**src/rtl/mem_port_arbiter_if.sv**
```systemverilog
// Bundle of fetch, data and memory-macro signals around mem_port_arbiter.
// slave: arbiter view; master: requester/memory view (fetch, mem stage, macro).
interface mem_port_arbiter_if #(
    parameter int ADDR_W = 32,
    parameter int DATA_W = 32
);
    localparam int BE_W = DATA_W / 8;

    logic              if_req;
    logic [ADDR_W-1:0] if_addr;
    logic              if_gnt;
    logic              if_rvalid;
    logic [DATA_W-1:0] if_rdata;

    logic              d_req;
    logic              d_we;
    logic [ADDR_W-1:0] d_addr;
    logic [DATA_W-1:0] d_wdata;
    logic [BE_W-1:0]   d_be;
    logic              d_gnt;
    logic              d_rvalid;
    logic [DATA_W-1:0] d_rdata;

    logic              mem_req;
    logic              mem_we;
    logic [ADDR_W-1:0] mem_addr;
    logic [DATA_W-1:0] mem_wdata;
    logic [BE_W-1:0]   mem_be;
    logic [DATA_W-1:0] mem_rdata;

    logic              stall_if;
    logic              stall_mem;

    modport slave (
        input  if_req, if_addr,
        input  d_req, d_we, d_addr, d_wdata, d_be,
        input  mem_rdata,
        output if_gnt, if_rvalid, if_rdata,
        output d_gnt, d_rvalid, d_rdata,
        output mem_req, mem_we, mem_addr, mem_wdata, mem_be,
        output stall_if, stall_mem
    );

    modport master (
        output if_req, if_addr,
        output d_req, d_we, d_addr, d_wdata, d_be,
        output mem_rdata,
        input  if_gnt, if_rvalid, if_rdata,
        input  d_gnt, d_rvalid, d_rdata,
        input  mem_req, mem_we, mem_addr, mem_wdata, mem_be,
        input  stall_if, stall_mem
    );
endinterface

```
**src/rtl/mem_port_arbiter.sv**
```systemverilog
// Shares one single-port memory between fetch (if_*) and data (d_*) requesters.
// Ports: clk, rst_n (async, active low), bus (slave modport: requests, grants,
// read returns, memory strobes, stall_if/stall_mem).
// ARB_ROUND_ROBIN_EN: conflicts go to the requester not granted last;
// otherwise data has priority, with fetch forced after STARVE_MAX data grants.
module mem_port_arbiter #(
    parameter int ADDR_W     = 32,
    parameter int DATA_W     = 32,
    parameter int MEM_LAT    = 1,
    parameter int STARVE_MAX = 4
) (
    input logic               clk,
    input logic               rst_n,
    mem_port_arbiter_if.slave bus
);
    localparam int LAT_W = (MEM_LAT > 1) ? $clog2(MEM_LAT) : 1;
    localparam logic [LAT_W-1:0] LAT_INIT = LAT_W'(MEM_LAT - 1);

    typedef enum logic {IDLE, BUSY} state_t;

    state_t           state;
    state_t           state_nxt;
    logic [LAT_W-1:0] lat_cnt;
    logic [LAT_W-1:0] lat_nxt;
    logic             owner_d;
    logic             owner_nxt;
    logic             pick_if;
    logic             pick_d;
    logic             rv_if;
    logic             rv_d;
    logic             gnt_if;
    logic             gnt_d;
    logic             fetch_first;

`ifdef ARB_ROUND_ROBIN_EN
    // 1 = data was granted last, so fetch wins the next conflict.
    logic last_d;

    assign fetch_first = last_d;

    always_ff @(posedge clk or negedge rst_n) begin
        if (!rst_n) begin
            last_d <= 1'b1;
        end else if (gnt_if) begin
            last_d <= 1'b0;
        end else if (gnt_d) begin
            last_d <= 1'b1;
        end
    end
`else
    localparam int SC_W = (STARVE_MAX > 0) ? $clog2(STARVE_MAX + 1) : 1;
    localparam logic [SC_W-1:0] SC_MAX = SC_W'(STARVE_MAX);

    logic [SC_W-1:0] starve_cnt;

    assign fetch_first = (starve_cnt == SC_MAX);

    // Counts data grants that overtook a waiting fetch.
    always_ff @(posedge clk or negedge rst_n) begin
        if (!rst_n) begin
            starve_cnt <= '0;
        end else if (!bus.if_req || gnt_if) begin
            starve_cnt <= '0;
        end else if (gnt_d && !fetch_first) begin
            starve_cnt <= starve_cnt + SC_W'(1);
        end
    end
`endif

    always_ff @(posedge clk or negedge rst_n) begin
        if (!rst_n) begin
            state   <= IDLE;
            lat_cnt <= '0;
            owner_d <= 1'b0;
        end else begin
            state   <= state_nxt;
            lat_cnt <= lat_nxt;
            owner_d <= owner_nxt;
        end
    end

    always_comb begin
        state_nxt = state;
        lat_nxt   = lat_cnt;
        owner_nxt = owner_d;
        pick_if   = 1'b0;
        pick_d    = 1'b0;
        rv_if     = 1'b0;
        rv_d      = 1'b0;
        unique case (state)
            IDLE: begin
                pick_if = bus.if_req & (~bus.d_req | fetch_first);
                pick_d  = bus.d_req & ~pick_if;
                // Writes complete at the grant edge; only reads occupy the port.
                if (pick_if | (pick_d & ~bus.d_we)) begin
                    state_nxt = BUSY;
                    lat_nxt   = LAT_INIT;
                    owner_nxt = pick_d;
                end
            end
            BUSY: begin
                if (lat_cnt == '0) begin
                    rv_if     = ~owner_d;
                    rv_d      = owner_d;
                    state_nxt = IDLE;
                end else begin
                    lat_nxt = lat_cnt - LAT_W'(1);
                end
            end
            default: state_nxt = IDLE;
        endcase
    end

    // Requests are transparent, so outputs are also forced low while in reset.
    assign gnt_if = rst_n & pick_if;
    assign gnt_d  = rst_n & pick_d;

    assign bus.if_gnt    = gnt_if;
    assign bus.d_gnt     = gnt_d;
    assign bus.mem_req   = gnt_if | gnt_d;
    assign bus.mem_we    = gnt_d & bus.d_we;
    assign bus.mem_addr  = gnt_d  ? bus.d_addr :
                           gnt_if ? bus.if_addr : '0;
    assign bus.mem_wdata = bus.mem_we ? bus.d_wdata : '0;
    assign bus.mem_be    = bus.mem_we ? bus.d_be : '0;

    assign bus.if_rvalid = rst_n & rv_if;
    assign bus.d_rvalid  = rst_n & rv_d;
    assign bus.if_rdata  = bus.if_rvalid ? bus.mem_rdata : '0;
    assign bus.d_rdata   = bus.d_rvalid ? bus.mem_rdata : '0;

    assign bus.stall_if  = rst_n & bus.if_req & ~gnt_if;
    assign bus.stall_mem = rst_n & ((bus.d_req & ~gnt_d) |
                           ((state == BUSY) & owner_d & ~rv_d));
endmodule

```
**src/flat_wrapper.sv**
```systemverilog
// flat-port wrapper written by rule: the top's interface ports become plain ports
module mem_port_arbiter_flat 
#(
    parameter int ADDR_W     = 32,
    parameter int DATA_W     = 32,
    parameter int MEM_LAT    = 1,
    parameter int STARVE_MAX = 4
)
  (clk, rst_n, bus_if_req, bus_if_addr, bus_d_req, bus_d_we, bus_d_addr, bus_d_wdata, bus_d_be, bus_mem_rdata, bus_if_gnt, bus_if_rvalid, bus_if_rdata, bus_d_gnt, bus_d_rvalid, bus_d_rdata, bus_mem_req, bus_mem_we, bus_mem_addr, bus_mem_wdata, bus_mem_be, bus_stall_if, bus_stall_mem);
  mem_port_arbiter_if #(.ADDR_W(ADDR_W), .DATA_W(DATA_W)) bus_i ();
  input logic clk;
  input logic rst_n;
  input wire logic [$bits(bus_i.if_req)-1:0] bus_if_req;
  input wire logic [$bits(bus_i.if_addr)-1:0] bus_if_addr;
  input wire logic [$bits(bus_i.d_req)-1:0] bus_d_req;
  input wire logic [$bits(bus_i.d_we)-1:0] bus_d_we;
  input wire logic [$bits(bus_i.d_addr)-1:0] bus_d_addr;
  input wire logic [$bits(bus_i.d_wdata)-1:0] bus_d_wdata;
  input wire logic [$bits(bus_i.d_be)-1:0] bus_d_be;
  input wire logic [$bits(bus_i.mem_rdata)-1:0] bus_mem_rdata;
  output wire logic [$bits(bus_i.if_gnt)-1:0] bus_if_gnt;
  output wire logic [$bits(bus_i.if_rvalid)-1:0] bus_if_rvalid;
  output wire logic [$bits(bus_i.if_rdata)-1:0] bus_if_rdata;
  output wire logic [$bits(bus_i.d_gnt)-1:0] bus_d_gnt;
  output wire logic [$bits(bus_i.d_rvalid)-1:0] bus_d_rvalid;
  output wire logic [$bits(bus_i.d_rdata)-1:0] bus_d_rdata;
  output wire logic [$bits(bus_i.mem_req)-1:0] bus_mem_req;
  output wire logic [$bits(bus_i.mem_we)-1:0] bus_mem_we;
  output wire logic [$bits(bus_i.mem_addr)-1:0] bus_mem_addr;
  output wire logic [$bits(bus_i.mem_wdata)-1:0] bus_mem_wdata;
  output wire logic [$bits(bus_i.mem_be)-1:0] bus_mem_be;
  output wire logic [$bits(bus_i.stall_if)-1:0] bus_stall_if;
  output wire logic [$bits(bus_i.stall_mem)-1:0] bus_stall_mem;
  assign bus_i.if_req = bus_if_req;
  assign bus_i.if_addr = bus_if_addr;
  assign bus_i.d_req = bus_d_req;
  assign bus_i.d_we = bus_d_we;
  assign bus_i.d_addr = bus_d_addr;
  assign bus_i.d_wdata = bus_d_wdata;
  assign bus_i.d_be = bus_d_be;
  assign bus_i.mem_rdata = bus_mem_rdata;
  assign bus_if_gnt = bus_i.if_gnt;
  assign bus_if_rvalid = bus_i.if_rvalid;
  assign bus_if_rdata = bus_i.if_rdata;
  assign bus_d_gnt = bus_i.d_gnt;
  assign bus_d_rvalid = bus_i.d_rvalid;
  assign bus_d_rdata = bus_i.d_rdata;
  assign bus_mem_req = bus_i.mem_req;
  assign bus_mem_we = bus_i.mem_we;
  assign bus_mem_addr = bus_i.mem_addr;
  assign bus_mem_wdata = bus_i.mem_wdata;
  assign bus_mem_be = bus_i.mem_be;
  assign bus_stall_if = bus_i.stall_if;
  assign bus_stall_mem = bus_i.stall_mem;
  mem_port_arbiter #(.ADDR_W(ADDR_W), .DATA_W(DATA_W), .MEM_LAT(MEM_LAT), .STARVE_MAX(STARVE_MAX)) u_core (.clk(clk), .rst_n(rst_n), .bus(bus_i));
endmodule
```
**config.mk**
```make
export PLATFORM = sky130hd
export DESIGN_NAME = mem_port_arbiter_flat
export DESIGN_NICKNAME = d
export VERILOG_FILES = /design/src/rtl/mem_port_arbiter_if.sv /design/src/rtl/mem_port_arbiter.sv /design/src/flat_wrapper.sv
export SDC_FILE = /design/constraint.sdc
export NUM_CORES = 1
export LEC_CHECK = 0
export ABC_AREA = 0
export CAP_MARGIN = 20
export CELL_PAD_IN_SITES_DETAIL_PLACEMENT = 0
export CELL_PAD_IN_SITES_GLOBAL_PLACEMENT = 1
export CORE_ASPECT_RATIO = 1.1
export CORE_UTILIZATION = 11
export CTS_BUF_LIST = sky130_fd_sc_hd__clkbuf_4 sky130_fd_sc_hd__clkbuf_8
export DETAILED_ROUTE_END_ITERATION = 10
export PLACE_DENSITY_LB_ADDON = 0.1
export SLEW_MARGIN = 20
export SYNTH_ARGS = -nofsm -noshare
export SYNTH_HDL_FRONTEND = slang
export SYNTH_SLANG_ARGS = --single-unit
export TNS_END_PERCENT = 50
```
**constraint.sdc**
```tcl
create_clock -name clk -period 5.55 [get_ports clk]
set_clock_uncertainty 0.05 [all_clocks]
set_input_delay 1.11 -clock clk [delete_from_list [all_inputs] [get_ports clk]]
set_output_delay 1.11 -clock clk [all_outputs]
set_load 0.005 [all_outputs]
```
==> results of run 1 <==
[sequential cells by signal (all words and copies together) (netlist names)]
register	flops
u_core.starve_cnt	3
u_core.state	1
u_core.owner_d	1
[per-stage QoR]
stage	hold slack [ns]	instance area (um^2)	setup WS, ns
global route	0.489	4300	0.893
CTS	0.463	4300	1.00
floorplan	0.426	1350	2.46
finish	0.460	4300	1.04
global placement	0.445	4250	1.02
detailed placement	0.456	4250	1.01
[routing by layer]
layer,vias to the layer above,global-route usage,part of all wire
li1,1216,-,-
met1,1073,0.144,0.37
met2,146,0.248,0.53
met3,4,0.0281,0.091
met4,0,0.0334,0.012
met5,-,0,0
[cell type report]
cell class,instances,area [um^2],share of cell area
inverters,4,15.0,0.00349
multi-input cells,164,1110,0.259
repair buffers,280,2810,0.652
well taps,154,193,0.0448
clock buffers,4,48.8,0.0113
flip-flops and latches,5,125,0.0291
[worst max-delay path, stage by stage]
cell and delay, ns:
clkdlybuf4s50_1 0.72, nor2b_2 0.27, and3_2 0.22, buf_12 0.26, and3_1 0.19, clkdlybuf4s50_1 0.54
[cells in the final DEF, fill, tap and decap left out]
cell type	Yosys	routed
nand2_1	5	5
a21boi_2	1	1
nand4b_1	1	1
buf_12	0	1
or2_1	1	1
dfrtp_1	5	5
inv_1	4	4
buf_4	2	3
nand3_1	3	3
nor3_4	1	1
nand2b_1	3	3
o22a_1	1	1
a21oi_1	6	6
clkbuf_8	0	3
nor2b_2	1	1
nor2_1	3	3
and3_1	38	37
clkbuf_4	0	1
a22o_1	32	32
clkdlybuf4s50_1	0	276
and2_1	65	65
ha_1	2	2
nor4bb_1	1	1
and3_2	0	1
[kinds of logic after synthesis]
logic type / count (synthesis)
simple gates: 122
compound gates: 40
buf+inv: 25
flops: 5
fa+ha+maj: 2
[how the worst max path moves through the flow]
| stage | startpoint | endpoint | slack [ns] |
|---|---|---|---|
| 2_1_floorplan | bus_d_req | bus_mem_addr[23] | 2.46 |
| 3_5_place_dp | rst_n | bus_mem_wdata[23] | 1.01 |
| 5_1_grt | rst_n | bus_mem_wdata[23] | 0.89 |
| 6_report | rst_n | bus_mem_wdata[23] | 1.04 |
| 4_1_cts | rst_n | bus_mem_wdata[23] | 1.00 |
| 3_3_place_gp | rst_n | bus_mem_wdata[23] | 1.02 |
[power breakdown]
| part | switching [mW] | total (mW) | internal (mW) | leakage (nW) |
|---|---|---|---|---|
| sequential | 0.00283 | 0.0421 | 0.0393 | 0.0660 |
| clock | 0.0165 | 0.0706 | 0.0541 | 0.0262 |
| combinational | 0.0734 | 0.249 | 0.175 | 1.65 |
==> out/metrics.cfg, run 1 <==
[die]
die_h_um=118
start_util=0.113
core_area_um2=12000
fp.dieW_um=108
rows=42
dieArea_um2=12700
io_pins=277

[synth]
synth-xor-area-share=0
async_flop_share=1.00
synth_cells=194
synth_top_family_by_area=simple AND/OR/NAND/NOR gates
synth-adder-area-share=0.0185
synth_seq_cells=5
synth-compound-area-share=0.244
synth_mux_area_frac=0
syn_nets=333
yosysSeqAreaShare=0.0926
synth_cell_type_count=21
postSynthAreaPerCell_um2=6.97
synth_common_cells=and2_1, and3_1, a22o_1, clkbuf_1, buf_2
synth_ff_type=dfrtp_1
yosys_warnings=0
synth_edf_count=0
post-synth-top-count-cell=and2_1
synth_area_leaders=and2_1, a22o_1, and3_1, dfrtp_1, buf_2
yosys.area.top_type_share=0.301
yosysTopAreaCell=and2_1
synthSimpleGateAreaFrac=0.561
syn-cell-area_um2=1350

[critical_path]
crit_required_ns=4.39
startpoint_type=input port
reg2reg_slack_ns=4.18
worstPathMaxFanout=71
arrival_ns=3.35
rr_startpoint=u_core.starve_cnt[0]
worstRegToRegCells=5
crit_type=input port to output port
worst_setup_path_end_kind=output port
r2r-end=u_core.owner_d

[route]
totalWireLength_um=8850
viasPerCell=3.99
drtPass1Iterations=4
drc=0
vias=2439
wl_per_cell_um=14.5
drt_iter0_drc=114
drtAntennaViolNets=0

[hold_path]
hold_path.class=flip-flop to flip-flop
min_from=u_core.owner_d
hold_depth=1
hold_end=u_core.owner_d

[cts]
numCtsBuffers=3
cts_buffer_depth=2
cts-root-buf=clkbuf_8
cts_tree=yes
cts_resized=0
clk_pin_slew_ns=0.03
cts_hold_buf=0
cts_sinks=5
insertion_delay_ns=0.22
cts_setup_buffers=0
cts_max_level=1

[timing]
max-slew-margin-rel=0.375
fmax_mhz=222
period_minus_slack_ns=4.51
maxSlewViolCount=0
finalSetupViolCount=0
rsz0062_at_grt=false
hold_viol=0
worst_pin_slew_ns=0.935
fin_crit_sh=0.812
setup_tns_ns=0

[layout]
area_growth_syn_to_layout_pct=218
drive_gt1_frac=0.0263
nets=597
final_core_util=0.359
fin_cells=611
diodes=0
n_fill_cell=1249

[power_and_ir_drop]
ir_drop_v=0.0000472
p_total_mw=0.362
p_leak_nw=1.75
power_density_nw_per_um2=84.1

[grt]
antenna_found_initial=0
grt_pass1_wl_um=12900
grt_usage=0.131
grt_pass1_vias=2341
grt-ovfl-total=0
grt_start_max_net_pins=72

[placement]
dpl.hpwl_um=7380
io_buffer_count=276
dp_cells=607
place.gp.congestion=0.745

[flow_run]
cap_violations=0

[outcome]
status=finished clean

(Power assumes the default switching activity.)
==> run 2, diff against run 1 <==
--- a/config.mk
+++ b/config.mk
@@ -10,7 +10,7 @@
 export CELL_PAD_IN_SITES_DETAIL_PLACEMENT = 0
 export CELL_PAD_IN_SITES_GLOBAL_PLACEMENT = 1
 export CORE_ASPECT_RATIO = 1.1
-export CORE_UTILIZATION = 11
+export CORE_UTILIZATION = 10
 export CTS_BUF_LIST = sky130_fd_sc_hd__clkbuf_4 sky130_fd_sc_hd__clkbuf_8
 export DETAILED_ROUTE_END_ITERATION = 10
 export PLACE_DENSITY_LB_ADDON = 0.1
==> constraint.sdc (replaced) <==
create_clock -name clk -period 4.28 [get_ports clk]
set_clock_uncertainty 0.05 [all_clocks]
set_input_delay 0.856 -clock clk [delete_from_list [all_inputs] [get_ports clk]]
set_output_delay 0.856 -clock clk [all_outputs]
set_load 0.005 [all_outputs]
==> out/metrics.cfg, run 2 (synthesis gave the netlist of run 1 again) <==
[layout]
largest_reg_flops=3
nets=600
drive_gt1_frac=0.0326
final_common_cell=clkdlybuf4s50_1
diodes=0
fin_area_um2=4350
area_growth_syn_to_layout_pct=222
mostFrequentLayoutCells=clkdlybuf4s50_1, and2_1, and3_1
largest-register=u_core.starve_cnt
reg.largest.list=u_core.starve_cnt (3), u_core.owner_d (1), u_core.state (1)

[cts]
numCtsBuffers=3
cts_sinks=5
cts_hold_buf=0
cts-root-buf=clkbuf_8
cts_setup_buffers=0
insertion_delay_ns=0.22
clk_pin_slew_ns=0.03
cts_buffer_depth=2
cts_resized=0
cts_tree=yes
cts_max_level=1

[die]
fp.dieW_um=113
rows=44
die_h_um=124
core_area_um2=13200
start_util=0.102
io_pins=277
dieArea_um2=14000

[critical_path]
crit_required_ns=3.37
cpPeakStageDelay_ns=0.53
path_cells=clkdlybuf4s50_1 > buf_4 > nand2b_1 > nor3_4 > buf_12 > a22o_1 > clkdlybuf4s50_1
critPathLaunch=rst_n
worstPathMaxFanout=35
crit_type=input port to output port
rr_startpoint=u_core.starve_cnt[0]
worstRegToRegCells=5
startpoint_type=input port
arrival_ns=2.77
crit_top_cell=clkdlybuf4s50_1
worst_setup_path_end_kind=output port
cpMaxStageDelayCell=clkdlybuf4s50_1

[route]
drtPass1Iterations=4
viasPerCell=3.94
drtAntennaViolNets=0
totalWireLength_um=8910
drc=0
drt_iter0_drc=55
wl_per_cell_um=14.4
vias=2447

[hold_path]
hold_depth=1
min_from=u_core.owner_d
hold_path.class=flip-flop to flip-flop

[timing]
rsz0062_at_grt=false
fin_crit_sh=0.858
setup_slack_ns=0.607
worst_pin_slew_ns=0.274
period_minus_slack_ns=3.67
finalSetupViolCount=0
fmax_mhz=272
setup_tns_ns=0
max-slew-margin-rel=0.818
maxSlewViolCount=0
hold_viol=0

[flow_run]
cap_violations=0

[power_and_ir_drop]
p_leak_nw=1.76
ir_drop_v=0.0000556
power_density_nw_per_um2=110

[placement]
io_buffer_count=276
pre_cts_ws_ns=0.601
place_area_um2=4300
place.gp.congestion=0.773
dpl.hpwl_um=7400

[outcome]
status=finished clean

[grt]
grt_pass1_wl_um=12600
grt_start_max_net_pins=54
grt-ovfl-total=0
grt_usage=0.115
grt_pass1_vias=2314
antenna_found_initial=0

run 2: cell count changes in the layout (fill, tap and decap cells not counted):
cell	before	now
buf_4	3	5
buf_12	1	2
run 2: area by class of cell:
cell class | instances | area [um^2]
fill | 1411 | 8870
timing repair buffer | 283 | 2840
multi-input combinational | 164 | 1110
tap | 161 | 201
sequential | 5 | 125
clock buffer | 4 | 48.8
inverter | 4 | 15.0
run 2: per-layer routing:
| layer | track usage | vias to the layer above | wire [um] |
|---|---|---|---|
| li1 | - | 1217 | - |
| met1 | 0.121 | 1066 | 3140 |
| met2 | 0.226 | 162 | 4780 |
| met3 | 0.0375 | 2 | 961 |
| met4 | 0.0225 | 0 | 30 |
| met5 | 0 | - | 0 |
run 2: worst paths after layout:
path / end / slack (ns)
max in group asynchronous: u_core.state / 3.14
worst max-delay path: bus_mem_addr[10] / 0.61
worst max register to register: u_core.state / 2.91
worst min register to register: u_core.owner_d / 0.47
worst min-delay path: u_core.owner_d / 0.47
min in group asynchronous: u_core.starve_cnt[2] / 0.90
run 2: through the flow:
stage,hold WS (ns),instances,power (mW),utilization
final,0.474,621,0.476,0.329
after global routing,0.499,621,0.511,0.329
after CTS,0.467,621,0.486,0.329
after detailed placement,0.456,617,0.386,0.325
after global placement,0.446,617,0.388,0.325
after floorplan,0.426,194,0.138,-
run 2: where the power goes:
| part | switching (mW) | internal (mW) | total (mW) |
|---|---|---|---|
| clock | 0.0238 | 0.0703 | 0.0941 |
| combinational | 0.0967 | 0.230 | 0.327 |
| sequential | 0.00403 | 0.0509 | 0.0550 |
| total | 0.125 | 0.352 | 0.476 |
run 2: worst max-delay path: cells and delay by family:
family	cells	cell delay [ns]
buffers and inverters	4	1.40
and+or+nand+nor	2	0.33
AOI/OAI and AO/OA	1	0.17
==> run 3, diff against run 2 <==
--- a/config.mk
+++ b/config.mk
@@ -14,6 +14,7 @@
 export CTS_BUF_LIST = sky130_fd_sc_hd__clkbuf_4 sky130_fd_sc_hd__clkbuf_8
 export DETAILED_ROUTE_END_ITERATION = 10
 export PLACE_DENSITY_LB_ADDON = 0.1
+export REMOVE_ABC_BUFFERS = 1
 export SLEW_MARGIN = 20
 export SYNTH_ARGS = -nofsm -noshare
 export SYNTH_HDL_FRONTEND = slang
==> out/metrics.cfg, run 3 (synthesis gave the netlist of run 1 again) <==
[route]
vias=2458
wl_per_cell_um=14.9
viasPerCell=3.96
drt_iter0_drc=56
drtAntennaViolNets=0
totalWireLength_um=9240
drtPass1Iterations=4
drc=0

[critical_path]
crit_top_cell=clkdlybuf4s50_1
worstPathMaxFanout=71
critical_path_buf_inv_count=3
path_cells=clkdlybuf4s50_1 > nor2b_2 > and3_2 > buf_12 > and3_1 > clkdlybuf4s50_1
crit_type=input port to output port
cpMaxStageDelayCell=clkdlybuf4s50_1
cpPeakStageDelay_ns=0.55
startpoint_type=input port
worst_setup_path_end_kind=output port
arrival_ns=2.80
crit_required_ns=3.37
cp_top_family=buffers and inverters

[layout]
nets=599
reg.largest.list=u_core.starve_cnt (3), u_core.owner_d (1), u_core.state (1)
area_growth_syn_to_layout_pct=221
fin_cells=620
final_core_util=0.328
largest-register=u_core.starve_cnt
mostFrequentLayoutCells=clkdlybuf4s50_1, and2_1, and3_1
drive_gt1_frac=0.0305
diodes=0
largest_reg_flops=3
final_common_cell=clkdlybuf4s50_1
fin_area_um2=4340

[power_and_ir_drop]
p_total_mw=0.469
power_density_nw_per_um2=108
p_leak_nw=1.76
ir_drop_v=0.0000707

[timing]
period_minus_slack_ns=3.71
hold_viol=0
max-slew-margin-rel=0.803
fmax_mhz=270
fin_hold_ws_ns=0.467
fin_crit_sh=0.867
maxSlewViolCount=0
rsz0062_at_grt=false
finalSetupViolCount=0
setup_slack_ns=0.570
worst_pin_slew_ns=0.296
setup_tns_ns=0

[placement]
dpl.hpwl_um=7730
place.gp.congestion=0.783
place_area_um2=4290
io_buffer_count=276
pre_cts_ws_ns=0.528
dp_cells=616

[cts]
cts_tree=yes
cts_setup_buffers=0
cts_max_level=1
cts_resized=0
cts-root-buf=clkbuf_8
cts_buffer_depth=2
insertion_delay_ns=0.22
cts_sinks=5
numCtsBuffers=3
clk_pin_slew_ns=0.04
cts_hold_buf=0

[die]
dieArea_um2=14000
io_pins=277
rows=44
core_area_um2=13200
fp.dieW_um=113
start_util=0.102
die_h_um=124

[flow_run]
cap_violations=0

[grt]
grt-ovfl-total=0
grt_pass1_vias=2309
antenna_found_initial=0
grt_start_max_net_pins=72
grt_pass1_wl_um=13000
grt_usage=0.119

[hold_path]
hold_path.class=flip-flop to flip-flop

[outcome]
status=finished clean

## run 3: cell count changes in the layout (fill, tap and decap cells not counted)
cell and delta:
clkbuf_4 -1, buf_4 -1, clkinv_2 +1
## run 3: layout make-up
class	instances	area (um^2)
Inverter	4	15.0
Tap cell	161	201
Timing Repair Buffer	282	2830
Sequential cell	5	125
Fill cell	1397	8880
Clock inverter	1	5.00
Multi-Input combinational cell	164	1110
Clock buffer	3	41.3
## run 3: metal layers
layer	vias up	GRT usage	wire, um
li1	1214	-	-
met1	1072	0.126	3280
met2	168	0.231	4840
met3	4	0.0443	1070
met4	0	0.0150	50
met5	-	0	0
## run 3: worst paths after layout
path	from	endpoint	slack (ns)	cells after the start
max	rst_n	bus_mem_wdata[19]	0.57	6
min	u_core.owner_d	u_core.owner_d	0.47	1
max reg2reg	u_core.starve_cnt[0]	u_core.owner_d	2.89	5
min reg2reg	u_core.owner_d	u_core.owner_d	0.47	1
max in group asynchronous	rst_n	u_core.owner_d	3.15	2
min in group asynchronous	rst_n	u_core.state	0.90	2
## run 3: where the power goes
part / switching [mW] / internal, mW / total [mW] / leakage (nW)
Clock: 0.0258 / 0.0627 / 0.0885 / 0.0255
Sequential: 0.00401 / 0.0509 / 0.0549 / 0.0660
Combinational: 0.0959 / 0.230 / 0.326 / 1.67
